[src/rtl/hazard_ctrl_if.sv]
// Signal bundle between the pipeline datapath and the hazard controller:
// stage register fields flow in, forward selects and stall controls flow out.
interface hazard_ctrl_if #(
    parameter int CNT_W = 16
);
    logic [4:0]       rs_D, rt_D, rs_E, rt_E;
    logic [4:0]       WriteReg_E, WriteReg_M, WriteReg_W;
    logic             RegWrite_E, MemtoReg_E;
    logic             RegWrite_M, MemtoReg_M;
    logic             RegWrite_W;
    logic             Branch_D, MduUse_D, MduStart_E, MduDiv_E;
    logic [1:0]       ForwardA_E, ForwardB_E;
    logic             ForwardA_D, ForwardB_D;
    logic             Stall_F, Stall_D, Flush_E;
    logic             mdu_busy;
    logic [CNT_W-1:0] stall_cnt;

    modport master (
        output rs_D, rt_D, rs_E, rt_E, WriteReg_E, WriteReg_M, WriteReg_W,
               RegWrite_E, MemtoReg_E, RegWrite_M, MemtoReg_M, RegWrite_W,
               Branch_D, MduUse_D, MduStart_E, MduDiv_E,
        input  ForwardA_E, ForwardB_E, ForwardA_D, ForwardB_D,
               Stall_F, Stall_D, Flush_E, mdu_busy, stall_cnt
    );

    modport slave (
        input  rs_D, rt_D, rs_E, rt_E, WriteReg_E, WriteReg_M, WriteReg_W,
               RegWrite_E, MemtoReg_E, RegWrite_M, MemtoReg_M, RegWrite_W,
               Branch_D, MduUse_D, MduStart_E, MduDiv_E,
        output ForwardA_E, ForwardB_E, ForwardA_D, ForwardB_D,
               Stall_F, Stall_D, Flush_E, mdu_busy, stall_cnt
    );
endinterface

[src/rtl/hazard_ctrl.sv]
// Hazard controller for the 5-stage MIPS core: operand forwarding selects,
// load-use / branch / mult-div stalls, HI/LO busy tracking and a stall counter.
module hazard_ctrl #(
    parameter int MULT_LAT = 5,
    parameter int DIV_LAT  = 10,
    parameter int CNT_W    = 16
) (
    input  logic          clk,
    input  logic          rst_n,
    hazard_ctrl_if.slave  hif
);
    localparam int MAX_LAT = (DIV_LAT > MULT_LAT) ? DIV_LAT : MULT_LAT;
    localparam int MDU_W   = $clog2(MAX_LAT + 1);

    typedef enum logic {IDLE, BUSY} mdu_state_t;

    mdu_state_t       r_state, w_state_nxt;
    logic [MDU_W-1:0] r_mdu_cnt, w_mdu_cnt_nxt;
    logic [CNT_W-1:0] r_stall_cnt;

    logic       w_mdu_busy;
    logic       w_lw_stall, w_br_stall, w_mdu_stall, w_stall;
    logic [1:0] w_fwd_a_e, w_fwd_b_e;
    logic       w_fwd_a_d, w_fwd_b_d;

    // Register $0 is hard-wired, so a destination of 0 never creates a dependency.
    function automatic logic reg_hit(input logic [4:0] dst, input logic [4:0] src);
        return (dst != 5'd0) && (dst == src);
    endfunction

    function automatic logic [1:0] fwd_e(input logic [4:0] src,
                                         input logic       wr_m, input logic [4:0] dst_m,
                                         input logic       wr_w, input logic [4:0] dst_w);
        if (wr_m && reg_hit(dst_m, src))      return 2'b10;
        else if (wr_w && reg_hit(dst_w, src)) return 2'b01;
        else                                  return 2'b00;
    endfunction

    always_comb begin
        w_fwd_a_e = fwd_e(hif.rs_E, hif.RegWrite_M, hif.WriteReg_M, hif.RegWrite_W, hif.WriteReg_W);
        w_fwd_b_e = fwd_e(hif.rt_E, hif.RegWrite_M, hif.WriteReg_M, hif.RegWrite_W, hif.WriteReg_W);
        w_fwd_a_d = hif.RegWrite_M && !hif.MemtoReg_M && reg_hit(hif.WriteReg_M, hif.rs_D);
        w_fwd_b_d = hif.RegWrite_M && !hif.MemtoReg_M && reg_hit(hif.WriteReg_M, hif.rt_D);
    end

    always_comb begin
        w_lw_stall  = hif.MemtoReg_E && hif.RegWrite_E &&
                      (reg_hit(hif.WriteReg_E, hif.rs_D) || reg_hit(hif.WriteReg_E, hif.rt_D));
        w_br_stall  = hif.Branch_D &&
                      ((hif.RegWrite_E &&
                        (reg_hit(hif.WriteReg_E, hif.rs_D) || reg_hit(hif.WriteReg_E, hif.rt_D))) ||
                       (hif.MemtoReg_M &&
                        (reg_hit(hif.WriteReg_M, hif.rs_D) || reg_hit(hif.WriteReg_M, hif.rt_D))));
        w_mdu_stall = hif.MduUse_D && (w_mdu_busy || hif.MduStart_E);
        w_stall     = w_lw_stall || w_br_stall || w_mdu_stall;
    end

    assign w_mdu_busy = (r_state == BUSY);

    always_ff @(posedge clk) begin
        if (!rst_n) begin
            r_state   <= IDLE;
            r_mdu_cnt <= '0;
        end else begin
            r_state   <= w_state_nxt;
            r_mdu_cnt <= w_mdu_cnt_nxt;
        end
    end

    // A start while BUSY cannot legally happen (mdu_stall holds it back) and is ignored.
    always_comb begin
        w_state_nxt   = r_state;
        w_mdu_cnt_nxt = r_mdu_cnt;
        unique case (r_state)
            IDLE: begin
                if (hif.MduStart_E) begin
                    w_state_nxt   = BUSY;
                    w_mdu_cnt_nxt = hif.MduDiv_E ? MDU_W'(DIV_LAT) : MDU_W'(MULT_LAT);
                end
            end
            BUSY: begin
                w_mdu_cnt_nxt = r_mdu_cnt - MDU_W'(1);
                if (r_mdu_cnt == MDU_W'(1)) w_state_nxt = IDLE;
            end
            default: begin
                w_state_nxt   = IDLE;
                w_mdu_cnt_nxt = '0;
            end
        endcase
    end

    always_ff @(posedge clk) begin
        if (!rst_n)                             r_stall_cnt <= '0;
        else if (w_stall && r_stall_cnt != '1)  r_stall_cnt <= r_stall_cnt + CNT_W'(1);
    end

    // Every output reads as zero while reset is held, including mid mult/div.
    assign hif.ForwardA_E = rst_n ? w_fwd_a_e : 2'b00;
    assign hif.ForwardB_E = rst_n ? w_fwd_b_e : 2'b00;
    assign hif.ForwardA_D = rst_n & w_fwd_a_d;
    assign hif.ForwardB_D = rst_n & w_fwd_b_d;
    assign hif.Stall_F    = rst_n & w_stall;
    assign hif.Stall_D    = rst_n & w_stall;
    assign hif.Flush_E    = rst_n & w_stall;
    assign hif.mdu_busy   = rst_n & w_mdu_busy;
    assign hif.stall_cnt  = rst_n ? r_stall_cnt : '0;
endmodule

[src/flat_wrapper.sv]
// flat-port wrapper written by rule: the top's interface ports become plain ports
module hazard_ctrl_flat 
#(
    parameter int MULT_LAT = 5,
    parameter int DIV_LAT  = 10,
    parameter int CNT_W    = 16
)
  (clk, rst_n, hif_rs_D, hif_rt_D, hif_rs_E, hif_rt_E, hif_WriteReg_E, hif_WriteReg_M, hif_WriteReg_W, hif_RegWrite_E, hif_MemtoReg_E, hif_RegWrite_M, hif_MemtoReg_M, hif_RegWrite_W, hif_Branch_D, hif_MduUse_D, hif_MduStart_E, hif_MduDiv_E, hif_ForwardA_E, hif_ForwardB_E, hif_ForwardA_D, hif_ForwardB_D, hif_Stall_F, hif_Stall_D, hif_Flush_E, hif_mdu_busy, hif_stall_cnt);
  hazard_ctrl_if #(.CNT_W(CNT_W)) hif_i ();
  input  logic clk;
  input  logic rst_n;
  input wire logic [$bits(hif_i.rs_D)-1:0] hif_rs_D;
  input wire logic [$bits(hif_i.rt_D)-1:0] hif_rt_D;
  input wire logic [$bits(hif_i.rs_E)-1:0] hif_rs_E;
  input wire logic [$bits(hif_i.rt_E)-1:0] hif_rt_E;
  input wire logic [$bits(hif_i.WriteReg_E)-1:0] hif_WriteReg_E;
  input wire logic [$bits(hif_i.WriteReg_M)-1:0] hif_WriteReg_M;
  input wire logic [$bits(hif_i.WriteReg_W)-1:0] hif_WriteReg_W;
  input wire logic [$bits(hif_i.RegWrite_E)-1:0] hif_RegWrite_E;
  input wire logic [$bits(hif_i.MemtoReg_E)-1:0] hif_MemtoReg_E;
  input wire logic [$bits(hif_i.RegWrite_M)-1:0] hif_RegWrite_M;
  input wire logic [$bits(hif_i.MemtoReg_M)-1:0] hif_MemtoReg_M;
  input wire logic [$bits(hif_i.RegWrite_W)-1:0] hif_RegWrite_W;
  input wire logic [$bits(hif_i.Branch_D)-1:0] hif_Branch_D;
  input wire logic [$bits(hif_i.MduUse_D)-1:0] hif_MduUse_D;
  input wire logic [$bits(hif_i.MduStart_E)-1:0] hif_MduStart_E;
  input wire logic [$bits(hif_i.MduDiv_E)-1:0] hif_MduDiv_E;
  output wire logic [$bits(hif_i.ForwardA_E)-1:0] hif_ForwardA_E;
  output wire logic [$bits(hif_i.ForwardB_E)-1:0] hif_ForwardB_E;
  output wire logic [$bits(hif_i.ForwardA_D)-1:0] hif_ForwardA_D;
  output wire logic [$bits(hif_i.ForwardB_D)-1:0] hif_ForwardB_D;
  output wire logic [$bits(hif_i.Stall_F)-1:0] hif_Stall_F;
  output wire logic [$bits(hif_i.Stall_D)-1:0] hif_Stall_D;
  output wire logic [$bits(hif_i.Flush_E)-1:0] hif_Flush_E;
  output wire logic [$bits(hif_i.mdu_busy)-1:0] hif_mdu_busy;
  output wire logic [$bits(hif_i.stall_cnt)-1:0] hif_stall_cnt;
  assign hif_i.rs_D = hif_rs_D;
  assign hif_i.rt_D = hif_rt_D;
  assign hif_i.rs_E = hif_rs_E;
  assign hif_i.rt_E = hif_rt_E;
  assign hif_i.WriteReg_E = hif_WriteReg_E;
  assign hif_i.WriteReg_M = hif_WriteReg_M;
  assign hif_i.WriteReg_W = hif_WriteReg_W;
  assign hif_i.RegWrite_E = hif_RegWrite_E;
  assign hif_i.MemtoReg_E = hif_MemtoReg_E;
  assign hif_i.RegWrite_M = hif_RegWrite_M;
  assign hif_i.MemtoReg_M = hif_MemtoReg_M;
  assign hif_i.RegWrite_W = hif_RegWrite_W;
  assign hif_i.Branch_D = hif_Branch_D;
  assign hif_i.MduUse_D = hif_MduUse_D;
  assign hif_i.MduStart_E = hif_MduStart_E;
  assign hif_i.MduDiv_E = hif_MduDiv_E;
  assign hif_ForwardA_E = hif_i.ForwardA_E;
  assign hif_ForwardB_E = hif_i.ForwardB_E;
  assign hif_ForwardA_D = hif_i.ForwardA_D;
  assign hif_ForwardB_D = hif_i.ForwardB_D;
  assign hif_Stall_F = hif_i.Stall_F;
  assign hif_Stall_D = hif_i.Stall_D;
  assign hif_Flush_E = hif_i.Flush_E;
  assign hif_mdu_busy = hif_i.mdu_busy;
  assign hif_stall_cnt = hif_i.stall_cnt;
  hazard_ctrl #(.MULT_LAT(MULT_LAT), .DIV_LAT(DIV_LAT), .CNT_W(CNT_W)) u_core (.clk(clk), .rst_n(rst_n), .hif(hif_i));
endmodule
[config.mk]
export PLATFORM = sky130hd
export DESIGN_NAME = hazard_ctrl_flat
export DESIGN_NICKNAME = d
export VERILOG_FILES = /design/src/rtl/hazard_ctrl_if.sv /design/src/rtl/hazard_ctrl.sv /design/src/flat_wrapper.sv
export SDC_FILE = /design/constraint.sdc
export NUM_CORES = 1
export LEC_CHECK = 0
export BUFFER_PORTS_ARGS = -buffer_cell sky130_fd_sc_hd__buf_2
export CORE_UTILIZATION = 44
export CTS_CLUSTER_SIZE = 24
export DETAILED_ROUTE_END_ITERATION = 12
export PLACE_DENSITY = 0.77
export SYNTH_ARGS = -nofsm -noshare
export SYNTH_HDL_FRONTEND = slang
export SYNTH_SLANG_ARGS = --single-unit
[constraint.sdc]
create_clock -name clk -period 1.9 [get_ports clk]
set_clock_uncertainty 0.2 [all_clocks]
set_input_delay 0.095 -clock clk [delete_from_list [all_inputs] [get_ports clk]]
set_output_delay 0.095 -clock clk [all_outputs]
set_load 0.03 [all_outputs]
==> results.yml <==
status:
  status: "finished, violations left"
  violations: "negative setup slack"
global_routing:
  grt_use_total_pct: 23.58
  grt_pass1_vias: 1815
  antenna_found_initial: 0
  grt_overflow_total: 0
  grt_max_degree: 21
  grt_pass1_wl_um: 7803
layout:
  final_common_cell: "buf_2"
  multi_input_area_um2: 1370
  design_area_um2: 2660
  final-seq-area_um2: 429.2
  final_nets: 370
  layout-drive-gt1-share_pct: 47.19
  diodes: 0
  nFillCells: 291
  area_delta_synth_final_pct: 52.62
  fin_util_pct: 71.58
  final_cell_mix: "buf_2, buf_4, xor2_1, nor2_1, and2_1"
timing:
  tightestPinTransition_ps: 419.8
  timing.final.hold_violations: 0
  max_clock_freq_ghz: 0.5112
  final.min_clock_period_ps: 1956
  worst_slack_ps: -56.32
  grt_setup_unrepaired: "true"
  fin_crit_sh_pct: 103.0
  slew_viol_final: 0
  maxSlewHeadroom_pct: 71.75
  setup_viol: 8
critical_path:
  cp_num_buf_inv: 1
  rr_endpoint: "u_core.r_stall_cnt[5]"
  reg2reg_depth: 8
  start_kind: "register"
  crit_chain: "nand3_4 -> nor3_4 -> nand2_2 -> or3_4 -> o21ai_4 -> buf_12 -> nor2b_1 -> mux2_2"
  cpMaxStageDelayCell: "dfxtp_2"
  crit_type: "register to register"
  required_ps: 1870
  max_stage_delay_ps: 360
  path_delay_family: "simple AND/OR/NAND/NOR gates"
  timing.critical_path.arrival_ps: 1920
  cp-end-kind: "register"
  r2r_slack_ps: -60
  r2r_start: "u_core.r_stall_cnt[8]"
  crit_fanout: 5
placed_design:
  dpl-instance-area_um2: 2409
  place_hpwl_um: 3682
  gp_congestion: 0.9077
  numPortBuffers: 71
drt:
  routed_wl_um: 5187
  drt_iter0_drc: 59
  dr_total_vias: 1913
  vias_per_cell: 5.198
  wl_per_cell_um: 14.10
  antenna_left: 0
  firstDrtPassIters: 4
  drc: 0
die:
  initial_core_util_pct: 46.90
  io_pins: 72
  die_area_um2: 4217
  coreArea_um2: 3716
  num_rows: 22
  die_w_um: 64.94
  die_h_um: 64.94
power_and_ir_drop:
  clockPowerShare_pct: 26.1
  power_frac_comb_pct: 33.9
  seqPwrFrac_pct: 39.9
  leakagePower_uw: 0.001207
  finalPower_uw: 1177
  switching_power_uw: 380.6
  intPower_uw: 796.5
  switching_share_pct: 32.33
  peakVddDrop_mv: 0.5913
  power.density_nw_per_um2: 442.5
yosys:
  synth_edf_count: 0
  synth_nets: 271
  synth.cell_area_um2: 1743
  yosysUniqueCellTypes: 39
  yosysSeqAreaShare_pct: 24.12
  synthFlopType: "dfxtp_1"
  asyncSetResetFlopFracSynth_pct: 0
  synth_seq_cells: 21
  syn_inst: 222
  synth.avg_cell_area_um2: 7.851
  ys_warn_count: 0
flow_run:
  cap_violations: 0
min_path:
  hp-class: "primary input to register"
  hold_depth: 3
  hold_end: "u_core.r_state"
  worstHoldStart: "hif_MduStart_E"
clock_network:
  clkSlewWorstSetupHoldPaths_ps: 90
  cts_htree_levels: 1
  cts-root-buf: "clkbuf_8"
  cts_made_buffers: 3
  cts.path.max_buffers: 2
  clock_latency_ps: 270
  clkSinkCount: 21
  cts_tree: "built"
-- state kept, by name (all words and copies together), names as in the netlist --
register	flops
u_core.r_mdu_cnt	4
u_core.r_state	1
u_core.r_stall_cnt	16
-- stage by stage --
step	hold slack, ps	setup TNS (ps)	setup slack (ps)	cells
floorplan	67.09	-281.3	-53.50	222
global placement	226.3	-1806	-194.3	356
detailed placement	246.2	-2537	-230.5	356
CTS	12.63	-27.99	-16.29	362
global route	36.50	-1126	-114.0	368
finish	24.19	-328.3	-56.32	368
-- final cells by class --
cell class | instances | share of cell area (%)
clock buffer | 3 | 1.552
clock inverter | 1 | 0.1881
inverter | 9 | 1.270
multi-input combinational | 177 | 51.51
sequential | 21 | 16.13
tap | 48 | 2.258
timing repair buffer | 109 | 27.09
-- cells by family after synthesis --
group / Yosys count / share of synthesized area (%)
adders and majority gates: 3 / 2.154
DFF: 21 / 24.12
AOI/OAI and AO/OA: 31 / 11.99
and+or+nand+nor: 92 / 28.21
buffers and inverters: 24 / 6.820
muxes: 9 / 5.599
xor gates and xnor gates: 42 / 21.11
-- worst max path at each step --
stage | endpoint | depth (start not counted) | startpoint | slack, ps
3_5_place_dp | u_core.r_stall_cnt[15] | 9 | hif_WriteReg_M[1] | -230
3_3_place_gp | u_core.r_stall_cnt[4] | 7 | hif_WriteReg_E[0] | -190
2_1_floorplan | u_core.r_stall_cnt[13] | 9 | hif_WriteReg_M[0] | -50
4_1_cts | u_core.r_stall_cnt[5] | 8 | u_core.r_stall_cnt[9] | -20
6_report | u_core.r_stall_cnt[5] | 8 | u_core.r_stall_cnt[8] | -60
5_1_grt | u_core.r_stall_cnt[5] | 8 | u_core.r_stall_cnt[8] | -110
-- timing repair --
item                                   in CTS  in global routing
pin swaps                                   3                 10
hold buffers                                1                  0
endpoints found under the hold margin       1                  0
buffers inserted                            1                  4
cloned                                      0                  2
gates resized for setup                     3                 23
setup endpoints to repair                   8                 14
-- power by group through the flow --
| stage | clock (µW) | combinational, µW | sequential (µW) |
|---|---|---|---|
| after floorplan | 0 | 210 | 478 |
| after global placement | 0 | 336 | 476 |
| after detailed placement | 0 | 344 | 478 |
| after CTS | 309 | 352 | 467 |
| after global routing | 327 | 438 | 472 |
| final | 308 | 399 | 470 |
-- synth_stat cells (7+ instances only) --
library cell / instances / area [µm²]
xor2_1: 29 / 254.0
dfxtp_1: 21 / 420.4
nor2_1: 20 / 75.07
and2_1: 16 / 100.1
xnor2_1: 13 / 113.9
nor3_1: 12 / 60.06
nand3_1: 11 / 55.05
inv_1: 9 / 33.78
a21oi_1: 8 / 40.04
or4_1: 8 / 60.06
clkbuf_1: 7 / 26.28
nand2_1: 7 / 26.28
-- worst reg2reg max path, cell delays in order, from the launching register on --
cell	delay (ps)
dfxtp_2	360
nand3_4	90
nor3_4	150
nand2_2	80
or3_4	360
o21ai_4	130
buf_12	160
nor2b_1	50
mux2_2	270
-- metal layers --
metal / part of all wire, % / global-route usage (%) / vias up
met5: 0 / 0 / -
met4: 1.1 / 6.111 / 0
met3: 4.1 / 4.401 / 7
met2: 54 / 44.27 / 43
met1: 41 / 26.76 / 898
li1: - / - / 965
Note: power is estimated with default switching activity, not from simulation.
